**config.mk**
```make
export PLATFORM = sky130hd
export DESIGN_NAME = multicycle_control
export DESIGN_NICKNAME = d
export VERILOG_FILES = /design/src/rtl/multicycle_control.sv
export SDC_FILE = /design/constraint.sdc
export NUM_CORES = 1
export LEC_CHECK = 0
export ABC_AREA = 1
export CAP_MARGIN = 5
export CORE_UTILIZATION = 50
export CTS_CLUSTER_DIAMETER = 120
export DETAILED_ROUTE_END_ITERATION = 6
export GPL_TIMING_DRIVEN = 0
export PLACE_DENSITY = 0.82
export SKIP_CTS_REPAIR_TIMING = 1
export SLEW_MARGIN = 5
export SYNTH_ARGS = -nofsm -noshare
export SYNTH_HDL_FRONTEND = slang
export SYNTH_SLANG_ARGS = --single-unit
```
**constraint.sdc**
```tcl
create_clock -name clk -period 2.95 [get_ports clk]
set_input_delay 0.295 -clock clk [delete_from_list [all_inputs] [get_ports clk]]
set_output_delay 0.295 -clock clk [all_outputs]
set_load 0.02 [all_outputs]
```
**src/rtl/multicycle_control.sv**
```systemverilog
// Multicycle CPU control FSM: sequences fetch/decode/exec/mem/writeback and
// drives datapath strobes combinationally from state, latched opcode and handshakes.
module multicycle_control (
  input  logic        clk,
  input  logic        reset_n,
  input  logic [3:0]  instr_opcode,
  input  logic        mem_ready,
  input  logic        zero,
  output logic [1:0]  ALUOp,
  output logic [3:0]  Opcode,
  output logic        ir_write,
  output logic        pc_write,
  output logic        reg_write,
  output logic        mem_read,
  output logic        mem_write,
  output logic        mem_to_reg,
  output logic        alu_src,
  output logic [1:0]  pc_src,
  output logic [2:0]  state,
  output logic        illegal,
  output logic [15:0] retired
);

  localparam int unsigned OP_W  = 4;
  localparam int unsigned CNT_W = 16;

  typedef enum logic [2:0] {
    S_IDLE   = 3'b000,
    S_FETCH  = 3'b001,
    S_DECODE = 3'b010,
    S_EXEC   = 3'b011,
    S_MEM    = 3'b100,
    S_WB     = 3'b101
  } state_t;

  typedef enum logic [2:0] {
    C_LD, C_ST, C_R, C_BEQ, C_BNE, C_JMP, C_ILL
  } op_class_t;

  localparam logic [1:0] ALU_MEM = 2'b10;
  localparam logic [1:0] ALU_BR  = 2'b01;
  localparam logic [1:0] ALU_R   = 2'b00;

  localparam logic [1:0] PC_INC = 2'b00;
  localparam logic [1:0] PC_BR  = 2'b01;
  localparam logic [1:0] PC_JMP = 2'b10;

  function automatic op_class_t classify(input logic [OP_W-1:0] op);
    case (op)
      4'b0000:                   classify = C_LD;
      4'b0001:                   classify = C_ST;
      4'b1011:                   classify = C_BEQ;
      4'b1100:                   classify = C_BNE;
      4'b1101:                   classify = C_JMP;
      4'b1010, 4'b1110, 4'b1111: classify = C_ILL;
      default:                   classify = C_R;
    endcase
  endfunction

  function automatic logic [1:0] alu_op_of(input op_class_t c);
    case (c)
      C_LD, C_ST:   alu_op_of = ALU_MEM;
      C_BEQ, C_BNE: alu_op_of = ALU_BR;
      default:      alu_op_of = ALU_R;
    endcase
  endfunction

  state_t            state_q, state_d;
  logic [OP_W-1:0]   opcode_q, opcode_d;
  logic              illegal_q, illegal_d;
  logic [CNT_W-1:0]  retired_q;
  logic              started_q;
  logic              retire_c;
  op_class_t         cls;
  logic              is_mem_op;

  always_comb cls = classify(opcode_q);
  always_comb is_mem_op = (cls == C_LD) || (cls == C_ST);

  // started_q holds IDLE one extra cycle after reset so the first FETCH lands on the second edge
  always_ff @(posedge clk or negedge reset_n) begin
    if (!reset_n) begin
      state_q   <= S_IDLE;
      opcode_q  <= '0;
      illegal_q <= 1'b0;
      retired_q <= '0;
      started_q <= 1'b0;
    end else begin
      state_q   <= state_d;
      opcode_q  <= opcode_d;
      illegal_q <= illegal_d;
      started_q <= 1'b1;
      if (retire_c) retired_q <= retired_q + CNT_W'(1);
    end
  end

  // Next-state and strobe decode
  always_comb begin
    state_d    = state_q;
    opcode_d   = opcode_q;
    illegal_d  = illegal_q;
    retire_c   = 1'b0;
    ALUOp      = ALU_R;
    pc_src     = PC_INC;
    ir_write   = 1'b0;
    pc_write   = 1'b0;
    reg_write  = 1'b0;
    mem_read   = 1'b0;
    mem_write  = 1'b0;
    mem_to_reg = 1'b0;
    alu_src    = 1'b0;

    case (state_q)
      S_IDLE: begin
        if (started_q) state_d = S_FETCH;
      end

      S_FETCH: begin
        mem_read = 1'b1;
        if (mem_ready) begin
          ir_write = 1'b1;
          pc_write = 1'b1;
          opcode_d = instr_opcode;
          state_d  = S_DECODE;
        end
      end

      S_DECODE: begin
        case (cls)
          C_ILL: begin
            illegal_d = 1'b1;
            state_d   = S_FETCH;
          end
          C_JMP: begin
            pc_write = 1'b1;
            pc_src   = PC_JMP;
            retire_c = 1'b1;
            state_d  = S_FETCH;
          end
          default: state_d = S_EXEC;
        endcase
      end

      S_EXEC: begin
        ALUOp   = alu_op_of(cls);
        alu_src = is_mem_op;
        case (cls)
          C_BEQ, C_BNE: begin
            pc_write = (cls == C_BEQ) ? zero : ~zero;
            pc_src   = PC_BR;
            retire_c = 1'b1;
            state_d  = S_FETCH;
          end
          C_LD, C_ST: state_d = S_MEM;
          C_R:        state_d = S_WB;
          default:    state_d = S_FETCH;
        endcase
      end

      S_MEM: begin
        ALUOp   = alu_op_of(cls);
        alu_src = is_mem_op;
        if (cls == C_LD) begin
          mem_read = 1'b1;
          if (mem_ready) state_d = S_WB;
        end else if (cls == C_ST) begin
          mem_write = 1'b1;
          if (mem_ready) begin
            retire_c = 1'b1;
            state_d  = S_FETCH;
          end
        end else begin
          state_d = S_FETCH;
        end
      end

      S_WB: begin
        ALUOp      = alu_op_of(cls);
        alu_src    = is_mem_op;
        reg_write  = 1'b1;
        mem_to_reg = (cls == C_LD);
        retire_c   = 1'b1;
        state_d    = S_FETCH;
      end

      default: state_d = S_IDLE;
    endcase
  end

  assign state   = state_q;
  assign Opcode  = opcode_q;
  assign illegal = illegal_q;
  assign retired = retired_q;

endmodule

```
After elaboration in Yosys (flattened, before gate mapping)
Memory sizes are Yosys's and may differ from the RTL's.
Index checks and enable logic that the tools add are counted.
{ "totals": {"mem_bits_ro": 48, "reg_bits": 25, "output_inout_bits": 35, "memories": 1, "in_bits": 8} }
{ "mem_list": {"columns": ["name", "depth", "width", "rd", "rd_clocked_by_memory_dff", "write_ports", "line", "text"], "rows": [
  ["(name not given)", 16, 3, 1, 0, 0, "49", "case (op)"]
]} }
{ "classes": {"n_addsub": 1, "n_mux": 32, "eq_ne": 15, "n_reduce_logical": 10, "bitwise": 1} }
{ "op_table": {"columns": ["operator", "n"], "rows": [
  ["$mux 3", 6],
  ["$pmux 3 s6", 1],
  ["$add 16x1->16 const B", 1],
  ["$mux 1", 16],
  ["$eq 3x3->1 const B", 5],
  ["$eq 3x2->1 const B", 4],
  ["$pmux 2 s2", 2],
  ["$eq 3x1->1 const B", 2],
  ["$logic_not 3->1", 2],
  ["$mux 2", 3],
  ["$ne 3x3->1 const B", 2],
  ["$pmux 3 s2", 1],
  ["$reduce_or 2->1", 3],
  ["$ne 2x2->1 const B", 2],
  ["$pmux 1 s4", 1],
  ["$reduce_and 2->1", 2],
  ["$reduce_and 4->1", 1],
  ["$pmux 1 s3", 1],
  ["$reduce_or 3->1", 1],
  ["$pmux 1 s2", 1],
  ["$logic_or 1x1->1", 1],
  ["$not 1->1", 1]
]} }

Depth between registers and ports, before layout
Gate-level depths: netlist of run 1.
An unclocked memory read counts as a cell.
{ "depth": {"depth_word": 5, "depth_mapped": 9, "mapped_depth_nobuf": 8} }

Worst setup path before layout of run 1
Ideal clock, no wire load.
{ "synth_path": {"path_kind": "reg-to-output", "start": "register state_q[2], in the netlist state[2]", "end": "output port pc_write", "path_buffers": 1, "setup_slack_ns": 1.198, "stages_incl_launch_ff": 7, "t_required_ns": 2.655, "t_arrival_ns": 1.457, "path_cell_list": "dfrtp_1 inv_2 nand2_1 nor2_4 nand2_2 buf_6 o21ai_1"} }
{ "synth_via": {"elab_chain_cells": 2} }
{ "synth_lines": {"columns": ["item", "line", "text"], "rows": [
  ["start, declared", "68", "state_t state_q, state_d;"],
  ["start signal, assigned", "89", "state_q <= state_d;"],
  ["$eq 3x2->1 or $eq 3x1->1 (tied branches)", "113", "case (state_q)"],
  ["$pmux 1 s3 (*)", "113", null],
  ["end, declared", "12", "output logic pc_write,"]
]} }
Every way passes the cells marked *; elsewhere a longest branch is shown, timed or not.

Worst setup path in the final report of run 1
{ "layout_path": {"start": "register opcode_q[2], in the netlist Opcode[2]", "end": "output port pc_write"} }
{ "layout_via": {"elab_chain_cells": 5} }
{ "layout_lines": {"columns": ["item", "line", "text"], "rows": [
  ["start, declared", "69", "logic [OP_W-1:0] opcode_q, opcode_d;"],
  ["start signal, assigned", "90", "opcode_q <= opcode_d;"],
  ["$mem_v2 16x3 (*)", null, null],
  ["$eq 3x2->1 or $eq 3x3->1 (tied branches)", "147, 149", null],
  ["$mux 1 or $reduce_or 2->1 (tied branches)", "149, 147", null],
  ["$mux 1", "147", "case (cls)"],
  ["$pmux 1 s3 (*)", "113", null]
]} }
Marked as above.

==> flow_summary.yaml, run 1 <==
detailed_routing:
  postRouteAntennaNets: 0
  post-route-drc-count: 0
  drtPass1Iterations: 4
  post_drt_wl_per_cell_um: 12.8
  dr.first_iter.drc_count: 60
  routed_wirelength_um: 3850
  dr_total_vias: 1573
  via_per_inst: 5.23
clocking:
  cts_tree: "built"
  worst_skew_pair.late_latency_ns: 0.32
  cts_max_path_buffers: 2
  clkTransAtPathRegs_ns: 0.14
  clkSinkCount: 25
  ctsHtreeMaxLevel: 1
  numCtsBuffers: 3
  cts_root_buffer: "sky130_fd_sc_hd__clkbuf_4"
timing:
  setup_viol: 0
  layout_worst_path_cycle_share_pct: 89.4
  grt_setup_unrepaired: "false"
  timing.clock.skew_ns: 0.00371
  layout_min_cycle_time_ns: 2.64
  setup_tns_ns: 0
  report.final.slew_viol_count: 0
  slew_headroom_pct: 23.8
  timing_hold_violations_final: 0
  worst_slew_pin_slew_ns: 1.14
  fmaxAchievable_mhz: 379
floorplan:
  fp.dieH_um: 58.8
  die-width_um: 58.8
  core_um2: 3050
  row_count: 20
  initial_utilization_pct: 52.7
  fp.dieArea_um2: 3450
  io_pins: 43
setup_path:
  worst-endpoint-required_ns: 2.65
  critical_path.startpoint_type: "flop"
  crit_path_end: "pc_write"
  worstSetupEndpointType: "primary output"
  rr_endpoint: "retired[14]$_DFFE_PN0P_"
  setup.worst_path.class: "flop to primary output"
  reg2reg_slack_ns: 1.29
  regToRegStartpoint: "retired[0]$_DFFE_PN0P_"
  critPathLaunch: "Opcode[2]$_DFFE_PN0P_"
  critical_path_peak_fanout: 10
  r2r.worst_path.cells: 8
  worstPathArrival_ns: 2.34
synth:
  synthesis.area_um2: 1610
  netlist-cell-type-count: 29
  netlist_top_cells_area: "sky130_fd_sc_hd__dfrtp_1 39%, sky130_fd_sc_hd__nand2_1 15%, sky130_fd_sc_hd__nand4_1 7.8%"
  fraction_of_registers_with_async_set_or_reset_after_synthesis_pct: 100
  syn-num-nets: 220
  netlist_instances: 211
  synth-main-ff-cell: "sky130_fd_sc_hd__dfrtp_1"
  yosysWarnings: 0
  yosys_register_bits: 25
  synth_seq_area_share_pct: 38.9
  yosys.area.top_type: "sky130_fd_sc_hd__dfrtp_1"
  synthesis.area_per_instance_um2: 7.63
  synth_top_cell_area_share_pct: 38.9
  synth_edf_count: 0
grt:
  grt_usage_pct: 24.4
  grt-ovfl-total: 0
  initial_antenna_violation_count: 0
  grt_pass1_wl_um: 6380
  grt_max_degree: 26
  first_global_vias: 1401
cells_and_area:
  area_delta_synth_final_pct: 31.2
  post_route_cells_drive_above_1_share_pct: 8.95
  antenna-diode-count: 0
  nets: 267
  number_of_standard_cells_in_the_final_layout_excluding_fillers: 301
  fin_area_um2: 2110
  fill_cells: 253
place:
  buffer_ports.inserted: 42
  finalWeightedCongestion: 0.980
  detailedPlacementHpwl_um: 2920
  dpl_cell_area_um2: 2090
  dpl.cell_count: 297
power_and_ir_drop:
  power_per_cell_area_nw_per_um2: 683
  vdd_ir_drop_max_v: 0.000478
  power.leakage_nw: 0.924
hold_path:
  holdCritStartpoint: "instr_opcode[1]"
  min_path_type: "primary input to flop"
  whs_path_depth: 3
job:
  count_of_max_cap_constraint_violations: 0
run_status:
  status: "completed"
-- flip-flops by register name (all words and copies together), names as in the netlist --
register / count
state: 3
Opcode: 4
retired: 16
illegal: 1
started_q: 1
-- stage by stage --
step	hold slack, ns	total power [mW]	util [%]	setup slack, ns
after floorplan	-0.000591	0.974	-	1.20
after global placement	0.484	1.27	68.3	0.618
after detailed placement	0.485	1.29	68.3	0.581
after CTS	0.523	1.44	69.2	0.326
after global routing	0.525	1.54	69.2	0.194
final	0.516	1.44	69.2	0.312
-- cells in the final DEF (no fill, tap or decap) --
master                            instances
sky130_fd_sc_hd__o21ai_1                  1
sky130_fd_sc_hd__nand2_1                 65
sky130_fd_sc_hd__xnor2_1                  8
sky130_fd_sc_hd__o21a_1                   1
sky130_fd_sc_hd__o211ai_1                 1
sky130_fd_sc_hd__nand3_1                 10
sky130_fd_sc_hd__conb_1                   1
sky130_fd_sc_hd__clkbuf_1                 1
sky130_fd_sc_hd__buf_6                    1
sky130_fd_sc_hd__nand3_4                  1
sky130_fd_sc_hd__a21oi_1                  1
sky130_fd_sc_hd__dfrtp_1                 25
sky130_fd_sc_hd__and2_1                   1
sky130_fd_sc_hd__nand2_2                  4
sky130_fd_sc_hd__xor2_1                   4
sky130_fd_sc_hd__nor2_1                  22
sky130_fd_sc_hd__inv_1                   13
sky130_fd_sc_hd__inv_2                    2
sky130_fd_sc_hd__nand3b_1                 2
sky130_fd_sc_hd__nor2_2                   3
sky130_fd_sc_hd__nor3_1                   2
sky130_fd_sc_hd__ha_1                     1
sky130_fd_sc_hd__o21bai_1                 1
sky130_fd_sc_hd__nor2_4                   4
sky130_fd_sc_hd__nand4_1                 20
sky130_fd_sc_hd__clkdlybuf4s50_1         42
sky130_fd_sc_hd__clkbuf_4                 3
sky130_fd_sc_hd__nand3_2                  1
sky130_fd_sc_hd__clkbuf_8                 2
sky130_fd_sc_hd__o21ai_0                 12
sky130_fd_sc_hd__nand2_4                  1
sky130_fd_sc_hd__buf_8                    1
-- how the worst min path moves through the flow --
stage                       endpoint  slack (ns)
3_5_place_dp     illegal$_DFFE_PN0P_        0.49
3_3_place_gp     illegal$_DFFE_PN0P_        0.48
6_report       Opcode[1]$_DFFE_PN0P_        0.52
4_1_cts        Opcode[1]$_DFFE_PN0P_        0.52
2_1_floorplan  Opcode[0]$_DFFE_PN0P_     -0.0006
5_1_grt        Opcode[2]$_DFFE_PN0P_        0.53
-- worst max-delay path, stage by stage, from the launching register on --
cell and delay (ns):
sky130_fd_sc_hd__dfrtp_1 0.46, sky130_fd_sc_hd__inv_1 0.11, sky130_fd_sc_hd__nand4_1 0.14, sky130_fd_sc_hd__nand2_1 0.14, sky130_fd_sc_hd__nand2_2 0.18, sky130_fd_sc_hd__buf_6 0.20
sky130_fd_sc_hd__o21ai_1 0.16, sky130_fd_sc_hd__clkdlybuf4s50_1 0.62
-- layer usage --
layer | GRT usage (%) | up-vias | wire length [um]
li1 | - | 786 | -
met2 | 38.0 | 42 | 1840
met1 | 34.1 | 741 | 1850
met5 | 0 | - | 0
met4 | 9.86 | 0 | 40
met3 | 3.30 | 4 | 115
-- power breakdown --
part,switching [mW],internal [mW]
Clock,0.106,0.0530
Combinational,0.460,0.316
Sequential,0.0947,0.413
Total,0.661,0.783
-- Yosys cell counts (3+ instances only) --
library cell               n
sky130_fd_sc_hd__nand3_1  10
sky130_fd_sc_hd__nand2_1  65
sky130_fd_sc_hd__o21ai_0  12
sky130_fd_sc_hd__dfrtp_1  25
sky130_fd_sc_hd__xnor2_1   8
sky130_fd_sc_hd__xor2_1    4
sky130_fd_sc_hd__nor2_2    3
sky130_fd_sc_hd__nor2_1   22
sky130_fd_sc_hd__nor2_4    4
sky130_fd_sc_hd__nand2_2   4
sky130_fd_sc_hd__nand4_1  20
sky130_fd_sc_hd__inv_1    13
-- cell families after synthesis --
logic type,count (synthesis),synth area share (%)
AND/OR/NAND/NOR,136,41.0
flip-flops,25,38.9
buffers and inverters,19,6.84
AO/OA/AOI/OAI,17,5.75
XOR/XNOR,12,6.53
adder cells (fa/ha/maj),1,0.777
other,1,0.233
-- layout make-up --
type / instances / area, um2 / share of cell area (%)
timing repair buffer: 42 / 420 / 19.9
tap: 44 / 55.1 / 2.61
multi-input combinational: 167 / 875 / 41.4
inverter: 15 / 56.3 / 2.67
clock buffer: 4 / 26.3 / 1.24
sequential: 25 / 626 / 29.6
buffer: 4 / 53.8 / 2.55
(Power assumes the default switching activity.)
==> run 2, diff against run 1 <==
Settings changed: CORE_MARGIN set to 4.
==> run 2 against run 1 <==
Flip-flop and latch count stayed put. Largest cell class unchanged. Clock power down 4%. Global-route usage shrank 3.1 points. Sequential power is essentially flat. Non-clock buffer count unchanged. Largest power group unchanged. First-iteration DRC count grew to 2.7 times the previous value. Die area up 21%.
==> flow_summary.yaml, run 2 (synthesis results as in run 1) <==
cells_and_area:
  fill_cells: 284
  antenna-diode-count: 0
  area_of_the_multi_input_gates_um2: 875
  nets: 267
  final_cell_mix: "65 x sky130_fd_sc_hd__nand2_1, 42 x sky130_fd_sc_hd__clkdlybuf4s50_1, 25 x sky130_fd_sc_hd__dfrtp_1, 22 x sky130_fd_sc_hd__nor2_1, 20 x sky130_fd_sc_hd__nand4_1"
  post_route_cells_drive_above_1_share_pct: 8.95
  layout.area.seq_um2: 626
  mostFrequentLayoutCell: "sky130_fd_sc_hd__nand2_1"
  number_of_flip_flops_under_the_largest_register_name: 16
  area_delta_synth_final_pct: 31.2
clocking:
  cts_max_path_buffers: 2
  cts_tree: "built"
  clkTransAtPathRegs_ns: 0.13
  ctsHtreeMaxLevel: 1
  worst_skew_pair.late_latency_ns: 0.32
  clkSinkCount: 25
  numCtsBuffers: 3
  cts_root_buffer: "sky130_fd_sc_hd__clkbuf_4"
setup_path:
  slowest_stage_delay_cp_ns: 0.63
  rr_endpoint: "retired[0]$_DFFE_PN0P_"
  reg2reg_slack_ns: 1.34
  worstSetupEndpointType: "primary output"
  worst-endpoint-required_ns: 2.65
  r2r.worst_path.cells: 9
  regToRegStartpoint: "state[2]$_DFFE_PN0P_"
  worstPathBufferInverterCount: 3
  worstPathArrival_ns: 2.36
  critical_path.startpoint_type: "flop"
  critical_path_peak_fanout: 10
  critical_path.cell_chain: "inv_1 -> nand4_1 -> nand2_1 -> nand2_2 -> buf_6 -> o21ai_1 -> clkdlybuf4s50_1"
  path_delay_family: "buffers and inverters"
  setup.worst_path.class: "flop to primary output"
  critPathLaunch: "Opcode[2]$_DFFE_PN0P_"
  crit_path_top_delay_cell: "sky130_fd_sc_hd__clkdlybuf4s50_1"
floorplan:
  die-width_um: 64.8
  io_pins: 43
  row_count: 20
  initial_utilization_pct: 52.3
  fp.dieArea_um2: 4190
  fp.dieH_um: 64.8
  core_um2: 3080
grt:
  initial_antenna_violation_count: 0
  grt_usage_pct: 21.3
  grt_max_degree: 26
  first_global_vias: 1585
  grt-ovfl-total: 0
  grt_pass1_wl_um: 7100
power_and_ir_drop:
  power_per_cell_area_nw_per_um2: 685
  vdd_ir_drop_max_v: 0.000573
  cell_internal_pwr_mw: 0.783
  pwr-share-seq_pct: 35.1
  netSwitchingPower_mw: 0.664
  power.share.combinational_pct: 54.3
  power.share.switching_pct: 45.9
  power.leakage_nw: 0.924
  clock_power_share_pct: 10.6
timing:
  timing_hold_violations_final: 0
  setup_viol: 0
  grt_setup_unrepaired: "false"
  timing.clock.skew_ns: 0.00944
  layout_min_cycle_time_ns: 2.65
  setup_tns_ns: 0
  slew_headroom_pct: 26.7
  fin_worst_hold_slack_ns: 0.528
  report.final.slew_viol_count: 0
  layout_worst_path_cycle_share_pct: 89.9
  worst_slew_pin_slew_ns: 1.10
  fmaxAchievable_mhz: 377
  final_critical_path_setup_slack_ns: 0.297
place:
  finalWeightedCongestion: 0.866
  buffer_ports.inserted: 42
  detailedPlacementHpwl_um: 3070
  worst_setup_slack_after_placement_ns: 0.565
detailed_routing:
  post_drt_wl_per_cell_um: 13.3
  routed_wirelength_um: 4020
  postRouteAntennaNets: 0
  drtPass1Iterations: 4
  post-route-drc-count: 0
  dr.first_iter.drc_count: 159
  dr_total_vias: 1623
  via_per_inst: 5.39
run_status:
  status: "completed"
hold_path:
  min_path_type: "primary input to flop"
  holdCritStartpoint: "instr_opcode[0]"
  whs_path_depth: 3
  hold_end: "Opcode[0]$_DFFE_PN0P_"
job:
  count_of_max_cap_constraint_violations: 0
run 2: cell counts in the layout (fill, tap and decap cells not counted):
No cell type changed its count.
run 2: worst max path at each step:
stage / to / cells after the start
floorplan: pc_write / 6
global placement: pc_write / 6
detailed placement: pc_write / 6
CTS: pc_write / 7
global route: pc_write / 7
finish: pc_write / 7
run 2: worst register-to-register path: stages (launching register included):
cell	delay, ns
sky130_fd_sc_hd__dfrtp_1	0.47
sky130_fd_sc_hd__inv_2	0.13
sky130_fd_sc_hd__nor2_4	0.05
sky130_fd_sc_hd__inv_1	0.09
sky130_fd_sc_hd__nor2_2	0.06
sky130_fd_sc_hd__nor2_4	0.27
sky130_fd_sc_hd__nand3_4	0.16
sky130_fd_sc_hd__buf_8	0.18
sky130_fd_sc_hd__nand2_1	0.06
sky130_fd_sc_hd__nand2_1	0.05
run 2: metrics by stage:
step,power (mW),instance area (um2),utilization (%),instances
global placement,1.28,2090,67.8,297
global route,1.56,2110,68.6,301
detailed placement,1.30,2090,67.8,297
CTS,1.45,2110,68.6,301
finish,1.45,2110,68.6,301
floorplan,0.974,1610,-,211
run 2: area by class of cell:
| type | instances | area share, % |
|---|---|---|
| Multi-Input combinational cell | 167 | 41.4 |
| Tap cell | 44 | 2.61 |
| Sequential cell | 25 | 29.6 |
| Clock buffer | 4 | 1.24 |
| Buffer | 4 | 2.55 |
| Inverter | 15 | 2.67 |
| Timing Repair Buffer | 42 | 19.9 |
run 2: power groups by stage:
| stage | Combinational (mW) | Clock, mW | Sequential, mW |
|---|---|---|---|
| floorplan | 0.394 | 0 | 0.581 |
| global placement | 0.768 | 0 | 0.513 |
| detailed placement | 0.783 | 0 | 0.513 |
| CTS | 0.788 | 0.156 | 0.507 |
| global route | 0.860 | 0.176 | 0.521 |
| finish | 0.785 | 0.153 | 0.508 |
run 2: per-layer routing:
metal	vias to the layer above	part of all wire [%]	track usage [%]
met4	0	0.77	6.07
li1	789	-	-
met1	769	43	28.1
met3	4	7.4	5.03
met5	-	0	0
met2	61	49	34.7
